<file path="src/rtl/swap_scheduler_pkg.sv">
// Shared types for the double-buffer swap scheduler.
package swap_scheduler_pkg;

    typedef enum logic [2:0] {
        StIdle,
        StStart,
        StDrawing,
        StWaitVblank,
        StSwap,
        StHold,
        StAck
    } swap_state_t;

    typedef struct packed {
        logic [15:0] frame_count;
        logic [15:0] missed_count;
        logic [7:0]  fps;
    } swap_stats_t;

    localparam logic [7:0]  Sat8  = 8'hFF;
    localparam logic [15:0] Sat16 = 16'hFFFF;

    // Saturating 8-bit increment.
    function automatic logic [7:0] sat_inc8(input logic [7:0] val, input logic inc);
        logic [7:0] res;
        res = val;
        if (inc && (val != Sat8)) begin
            res = val + 8'd1;
        end
        return res;
    endfunction

endpackage

</file>
<file path="src/rtl/swap_scheduler_vblank_rate_meter.sv">
// Frame-rate meter: counts swaps over a window of vblank pulses and
// publishes the count as fps when the window closes.
module vblank_rate_meter
    import swap_scheduler_pkg::*;
#(
    parameter int unsigned VBLANKS_PER_SEC = 60
) (
    input  logic       clk,
    input  logic       rstn,
    input  logic       vblank_start,
    input  logic       swap,
    output logic [7:0] fps
);

    localparam int unsigned WinW = (VBLANKS_PER_SEC > 1) ? $clog2(VBLANKS_PER_SEC) : 1;
    localparam logic [WinW-1:0] WinLast = WinW'(VBLANKS_PER_SEC - 1);

    logic [WinW-1:0] win_cnt;
    logic [7:0]      swap_cnt;
    logic [7:0]      swap_total;

    // Includes a swap landing in the very cycle the window closes.
    assign swap_total = sat_inc8(swap_cnt, swap);

    // Window and swap counters; publish and clear at the end of each window.
    always_ff @(posedge clk or negedge rstn) begin
        if (!rstn) begin
            win_cnt  <= '0;
            swap_cnt <= '0;
            fps      <= '0;
        end else if (vblank_start && (win_cnt == WinLast)) begin
            fps      <= swap_total;
            win_cnt  <= '0;
            swap_cnt <= '0;
        end else begin
            if (vblank_start) begin
                win_cnt <= win_cnt + 1'b1;
            end
            swap_cnt <= swap_total;
        end
    end

endmodule

</file>
<file path="src/rtl/swap_scheduler.sv">
// Double-buffer sequencer: starts and releases the drawing manager, swaps
// draw/display buffers only on vblank, routes the draw write port and keeps
// frame statistics.
module swap_scheduler
    import swap_scheduler_pkg::*;
#(
    parameter int unsigned BUFFER_ADDR_WIDTH = 15,
    parameter int unsigned BUFFER_DATA_WIDTH = 12,
    parameter int unsigned MIN_VBLANKS       = 1,
    parameter int unsigned VBLANKS_PER_SEC   = 60
) (
    input  logic                         clk,
    input  logic                         rstn,
    input  logic                         enable,
    input  logic                         vblank_start,
    input  logic                         frame_done,
    output logic                         draw_start,
    output logic                         draw_ack,
    output logic                         draw_buffer,
    output logic                         display_buffer,
    input  logic                         wr_en,
    input  logic [BUFFER_ADDR_WIDTH-1:0] wr_addr,
    input  logic [BUFFER_DATA_WIDTH-1:0] wr_data,
    output logic                         buf0_we,
    output logic                         buf1_we,
    output logic [BUFFER_ADDR_WIDTH-1:0] buf_addr,
    output logic [BUFFER_DATA_WIDTH-1:0] buf_data,
    output logic [15:0]                  frame_count,
    output logic [15:0]                  missed_count,
    output logic [7:0]                   fps
);

    localparam logic [8:0] MinVblanks = 9'(MIN_VBLANKS);

    swap_state_t state;
    logic [7:0]  vcnt;
    logic [15:0] frame_cnt;
    logic [15:0] missed_cnt;
    logic [7:0]  fps_val;
    logic        swap_ok;
    logic        in_swap;
    logic        deadline_miss;
    swap_stats_t stats;

    // The current pulse counts toward the minimum, hence the +1.
    assign swap_ok = ({1'b0, vcnt} + 9'd1) >= MinVblanks;
    assign in_swap = (state == StSwap);

    // A deadline is missed when a vblank could have swapped but no frame is ready.
    assign deadline_miss = vblank_start && swap_ok &&
                           ((state == StStart) || ((state == StDrawing) && !frame_done));

    assign display_buffer = ~draw_buffer;
    assign buf0_we        = wr_en & ~draw_buffer;
    assign buf1_we        = wr_en & draw_buffer;
    assign buf_addr       = wr_addr;
    assign buf_data       = wr_data;

    // Sequencer FSM with registered draw_start/draw_ack and buffer select.
    always_ff @(posedge clk or negedge rstn) begin
        if (!rstn) begin
            state       <= StIdle;
            draw_start  <= 1'b0;
            draw_ack    <= 1'b0;
            draw_buffer <= 1'b0;
            frame_cnt   <= '0;
        end else begin
            draw_start <= 1'b0;
            draw_ack   <= 1'b0;
            case (state)
                StIdle: begin
                    if (enable) begin
                        state      <= StStart;
                        draw_start <= 1'b1;
                    end
                end
                StStart: state <= StDrawing;
                StDrawing: begin
                    if (frame_done) begin
                        state <= (vblank_start && swap_ok) ? StSwap : StWaitVblank;
                    end
                end
                StWaitVblank: begin
                    if (vblank_start && swap_ok) begin
                        state <= StSwap;
                    end
                end
                StSwap: begin
                    draw_buffer <= ~draw_buffer;
                    frame_cnt   <= frame_cnt + 16'd1;
                    if (enable) begin
                        state    <= StAck;
                        draw_ack <= 1'b1;
                    end else begin
                        state <= StHold;
                    end
                end
                StHold: begin
                    if (enable) begin
                        state    <= StAck;
                        draw_ack <= 1'b1;
                    end
                end
                StAck:   state <= StDrawing;
                default: state <= StIdle;
            endcase
        end
    end

    // Vblanks since the last swap and saturating missed-deadline count.
    always_ff @(posedge clk or negedge rstn) begin
        if (!rstn) begin
            vcnt       <= '0;
            missed_cnt <= '0;
        end else begin
            if (in_swap) begin
                vcnt <= '0;
            end else if (vblank_start && (state != StIdle)) begin
                vcnt <= sat_inc8(vcnt, 1'b1);
            end
            if (deadline_miss && (missed_cnt != Sat16)) begin
                missed_cnt <= missed_cnt + 16'd1;
            end
        end
    end

    vblank_rate_meter #(
        .VBLANKS_PER_SEC(VBLANKS_PER_SEC)
    ) u_rate_meter (
        .clk         (clk),
        .rstn        (rstn),
        .vblank_start(vblank_start),
        .swap        (in_swap),
        .fps         (fps_val)
    );

    assign stats = '{frame_count: frame_cnt, missed_count: missed_cnt, fps: fps_val};

    assign frame_count  = stats.frame_count;
    assign missed_count = stats.missed_count;
    assign fps          = stats.fps;

endmodule
</file>
<file path="config.mk">
export PLATFORM = sky130hd
export DESIGN_NAME = swap_scheduler
export DESIGN_NICKNAME = d
export VERILOG_FILES = /design/src/rtl/swap_scheduler_pkg.sv /design/src/rtl/swap_scheduler_vblank_rate_meter.sv /design/src/rtl/swap_scheduler.sv
export SDC_FILE = /design/constraint.sdc
export NUM_CORES = 1
export LEC_CHECK = 0
export ABC_CLOCK_PERIOD_IN_PS = 3530
export CORE_MARGIN = 2
export CORE_UTILIZATION = 49
export CTS_BUF_LIST = sky130_fd_sc_hd__clkbuf_8
export CTS_CLUSTER_SIZE = 24
export DETAILED_ROUTE_END_ITERATION = 10
export GPL_TIMING_DRIVEN = 0
export PLACE_DENSITY = 0.88
export SLEW_MARGIN = 20
export SYNTH_ARGS = -nofsm -noshare
export SYNTH_HDL_FRONTEND = slang
export SYNTH_SLANG_ARGS = --single-unit
export TNS_END_PERCENT = 5
</file>
<file path="constraint.sdc">
create_clock -name clk -period 3.53 [get_ports clk]
set_clock_uncertainty 0.15 [all_clocks]
set_input_delay 0.706 -clock clk [delete_from_list [all_inputs] [get_ports clk]]
set_output_delay 0.706 -clock clk [all_outputs]
set_load 0.01 [all_outputs]
</file>
# After elaboration in Yosys (flattened, before gate mapping)
# Cells that the tools add are included.
# classes
n_bitwise,3
n_addsub,6
muxes,17
eq_ne,14
reduce_logical,18
order_cmp,1
# ops
cell,n
$mux 8,5
$add 16x1->16 const B,2
$pmux 3 s6,1
$add 8x1->8 const B,2
$ne 16x16->1 const B,1
$ne 8x8->1 const B,2
$mux 3,5
$mux 6,2
$add 8x1->9 const B,1
$eq 3x3->1 const B,3
$ge 9x1->1 const B,1
$ne 2x2->1 const B,4
$logic_and 1x1->1,7
$add 6x1->6 const B,1
$eq 3x2->1 const B,2
$eq 6x6->1 const B,1
$reduce_bool 2->1,3
$reduce_and 4->1,1
$reduce_or 2->1,2
$eq 3x1->1 const B,1
$logic_not 3->1,1
$mux 1,3
$reduce_bool 3->1,1
$and 1x1->1,2
5 further kinds,5
# word_totals
regBits,68
output_inout_bits,73
input_bits,33

# Depth between registers and ports, before layout
# logic_depth
ltp_word,6
mapped_depth,9
mapped_depth_nobuf,8

# By module
# From an unflattened synthesis, not the netlist that was laid out.
# unflattened
cells_unflattened,345
area_unflattened_um2,3612.2
# by_module_without_submodules
module,n_inst,cells_per_inst,area_per_inst_um2
swap_scheduler,1,252,2596.2
vblank_rate_meter,1,93,1016.0

# Worst setup path before layout
# No wires, ideal clock.
# synth_path
kind,reg2reg
start,register vcnt[0]
end,"register missed_cnt[4], in the netlist missed_count[4]"
t_required_ns,3.254
slack_ns,1.066
setup_time_ns,0.126
arrival_ns,2.188
path_stages_with_launch,8
cell_sequence,dfrtp_1 ha_1 and3_1 o211ai_1 a21oi_2 a2111o_1 or3b_1 xnor2_1
# synth_between
elab_chain_cells,5
# synth_lines
item,line_no,text
start: declaration,swap_scheduler.sv:36,logic [7:0] vcnt;
start signal: assignment,swap_scheduler.sv:119,"vcnt <= sat_inc8(vcnt, 1'b1);"
$add 8x1->9,swap_scheduler.sv:46,"assign swap_ok = ({1'b0, vcnt} + 9'd1) >= MinVblanks;"
$ge 9x1->1,swap_scheduler.sv:46,
$logic_and 1x1->1 (2 in series),swap_scheduler.sv:50,assign deadline_miss = vblank_start && swap_ok &&
$logic_and 1x1->1,swap_scheduler.sv:121,if (deadline_miss && (missed_cnt != Sat16)) begin
end signal: assignment,swap_scheduler.sv:122,missed_cnt <= missed_cnt + 16'd1;
end: declaration,swap_scheduler.sv:38,logic [15:0] missed_cnt;
# Every way passes these cells.
# A chain may end at the register's enable or synchronous reset.

# Worst setup path in the final report
# layout_path
start,input port vblank_start
end,register u_rate_meter.fps[3]
# layout_between
elab_chain_cells,1
# layout_lines
item,line_no,text
start: declaration,swap_scheduler.sv:15,"input logic vblank_start,"
$logic_and 1x1->1,swap_scheduler_vblank_rate_meter.sv:31,end else if (vblank_start && (win_cnt == WinLast)) begin
end signal: assignment,swap_scheduler_vblank_rate_meter.sv:32,fps <= swap_total;
end: declaration,swap_scheduler_vblank_rate_meter.sv:12,output logic [7:0] fps
# Every way passes these cells.

==> reports/results.ini <==
[clock_tree]
htreeDepth = 3
cts_sinks = 68
path_clk_slew_ps = 70
cts_tree = yes
hold_buffers = 0
clkLatencyLatePin_ps = 330
cts_made_buffers = 9
post_cts_resized = 0
cts_setup_buffers = 0
clockBufferDepth = 2
cts_root_buf = clkbuf_8

[setup_path]
cp.arrival_ps = 3040
cpMaxStageDelayCell = nor3_1
crit_path_frequent_cell = clkbuf_1
crit_path_cell_trace = clkdlybuf4s50_1 -> clkbuf_1 -> nand2_1 -> nor3_1 -> clkbuf_1 -> nor2_1 -> a21oi_1
crit_buf_inv = 3
cp-start-kind = input port
critical-path-top-delay-family = buffers and inverters
worstPathRequired_ps = 3630
cp-end-kind = flop
max_stage_delay_ps = 680
critPathKind = input port to flop
path_max_fanout = 10

[drt]
drc = 0
ant_nets = 0
vias = 2818
first_pass_iters = 4
drtIter0Drc = 118
viasPerCell = 5.25
finalWirelength_um = 7070
post_drt_wl_per_cell_um = 13.2

[layout]
seq_area_um2 = 1700
syn2layout_area_growth_pct = 31.5
mostFrequentLayoutCell = clkdlybuf4s50_1
mostFrequentLayoutCells = clkdlybuf4s50_1 (77), dfrtp_1 (68), nand2_1 (38)
multi_input_area_um2 = 1500
antenna_cells = 0
n_fill_cell = 561
final_core_util_pct = 67.1
nNetsFinal = 477
drive_gt1_share_pct = 12.0

[power]
peakVddDrop_v = 0.000317
power_uw = 2770
p_clk_share_pct = 21.0
power_frac_seq_pct = 42.9
power.density_nw_per_um2 = 605
intPower_uw = 1800
p_switching_uw = 979
combPwrFrac_pct = 36.1
switching_share_pct = 35.3
leakage_uw = 0.00205

[grt]
grt_max_degree = 47
grt-busiest-layer = met2
overflow = 0
track_usage_pct = 18.4
grt_pass1_wl_um = 11500
antenna_found_initial = 0
grt_use_met1_pct = 24.4
gr-usage-met2_pct = 30.3
grt_use_met3_pct = 3.26
grt_pass1_vias = 2693

[yosys]
ys_ff_latch = 68
synthDistinctLibCells = 48
avgSynthCellArea_um2 = 10.0
synth_xor_area_share_pct = 9.55
synth-edff-count = 0
synth-simple-area-share_pct = 21.0
async_reset_ff_share_pct = 100
synthFlopType = dfrtp_1
synth_warnings = 0
synth-adder-area-share_pct = 2.15
synth-compound-area-share_pct = 8.58
yosysSeqAreaShare_pct = 48.8
syn_nets = 387
netlist_area_um2 = 3490
synth.mux.area_fraction_pct = 1.83
synth_cells = 348
synth_top_family_by_area = simple AND/OR/NAND/NOR gates

[timing]
drv_slew = 0
post-route-period-util_pct = 83.3
fin_crit_ps = 2940
max_freq_mhz = 340
worst_pin_slew_ps = 800
final-hold-violation-count = 0
fin_hold_ws_ps = 125
fin_ws_ps = 589
setup_viol = 0
slew_headroom_pct = 46.3
rsz0062_at_grt = false

[placement]
routabilityCongestion = 0.879
dp_hpwl_um = 5250
dp_slack_ps = 239
port_buffers = 78

[floorplanning]
dieArea_um2 = 7800
die_x_um = 88.3
coreArea_um2 = 6830
initial_utilization_pct = 51.0
num_io_pins = 106
die_h_um = 88.3
core.rowCount = 30

[run]
drv_cap = 0

[run_status]
outcome = complete, no violations

[hold_path]
hp-class = input port to asynchronous set/reset pin

[synth_stat cells, drive strengths merged (4+ instances only)]
cell     n  area share (%)
a21oi   11             1.7
and2     4            0.72
and3    11             2.0
buf     30             6.5
clkbuf   7            0.75
dfrtp   68              49
ha       6             2.2
inv      8            0.86
nand2   38             4.1
nand3   14             2.0
nand3b   5             1.1
nand4   11             2.0
nor2    34             3.7
nor3    10             1.4
o21ai    9             1.3
o31ai    5             1.1
xnor2   18             4.5
xor2    20             5.0
[sequential cells by signal, indices dropped and copies added (netlist names)]
| name | cells |
|---|---|
| draw_ack | 1 |
| vcnt | 8 |
| draw_buffer | 1 |
| u_rate_meter.swap_cnt | 8 |
| missed_count | 16 |
| u_rate_meter.win_cnt | 6 |
| state | 3 |
| frame_count | 16 |
| draw_start | 1 |
| u_rate_meter.fps | 8 |
[final cells by class]
cell class              instances  area share [%]
repair buffers                 79            17.6
well taps                      96            2.62
multi-input cells             235            32.8
inverters                       8           0.655
clock inverters                 5            1.04
plain buffers                  37            5.51
flip-flops and latches         68            37.1
clock buffers                   9            2.70
[power groups by stage]
stage / combinational, uW / clock [uW] / sequential, uW
6_report: 1000 / 583 / 1190
5_1_grt: 1120 / 630 / 1220
4_1_cts: 1010 / 593 / 1190
3_5_place_dp: 1000 / 0 / 1200
3_3_place_gp: 954 / 0 / 1180
2_1_floorplan: 596 / 0 / 1200
[path summary, 6_finish.rpt]
check,start,end,slack [ps],cells after the start
min in group clk,frame_count[15]$_DFFE_PN0P_,frame_count[15]$_DFFE_PN0P_,340,1
hold reg to reg,frame_count[15]$_DFFE_PN0P_,frame_count[15]$_DFFE_PN0P_,340,1
setup / recovery,vblank_start,u_rate_meter.fps[3]$_DFFE_PN0P_,590,7
setup reg to reg,vcnt[0]$_DFFE_PN0P_,missed_count[1]$_DFFE_PN0P_,850,7
max in group asynchronous,rstn,u_rate_meter.win_cnt[3]$_DFFE_PN0P_,2590,2
hold / removal,rstn,vcnt[5]$_DFFE_PN0P_,120,1
[worst register-to-register path: stages (launching register included)]
cell and delay (ps):
dfrtp_1 440, ha_1 330, and3_1 220, o211ai_1 200
a21oi_2 100, a2111o_1 550, nor2_1 230, mux2_2 350
[metrics by stage]
step | TNS (ps) | std cells | cell area, um^2
CTS | 0 | 537 | 4580
global route | 0 | 537 | 4580
floorplan | 0 | 348 | 3490
detailed placement | 0 | 523 | 4410
finish | 0 | 537 | 4580
global placement | -43180 | 522 | 4390
[cell families after synthesis]
group	count (synthesis)
adder cells (fa/ha/maj)	6
XOR/XNOR	38
multiplexers	6
AND/OR/NAND/NOR	143
flip-flops	68
buffers and inverters	45
AO/OA/AOI/OAI	42
[routing by layer]
layer / vias up / wire (um)
met5: - / 0
met4: 0 / 80
met3: 9 / 300
met2: 88 / 3540
met1: 1368 / 3150
li1: 1353 / -
Note: power is estimated with default switching activity, not from simulation.
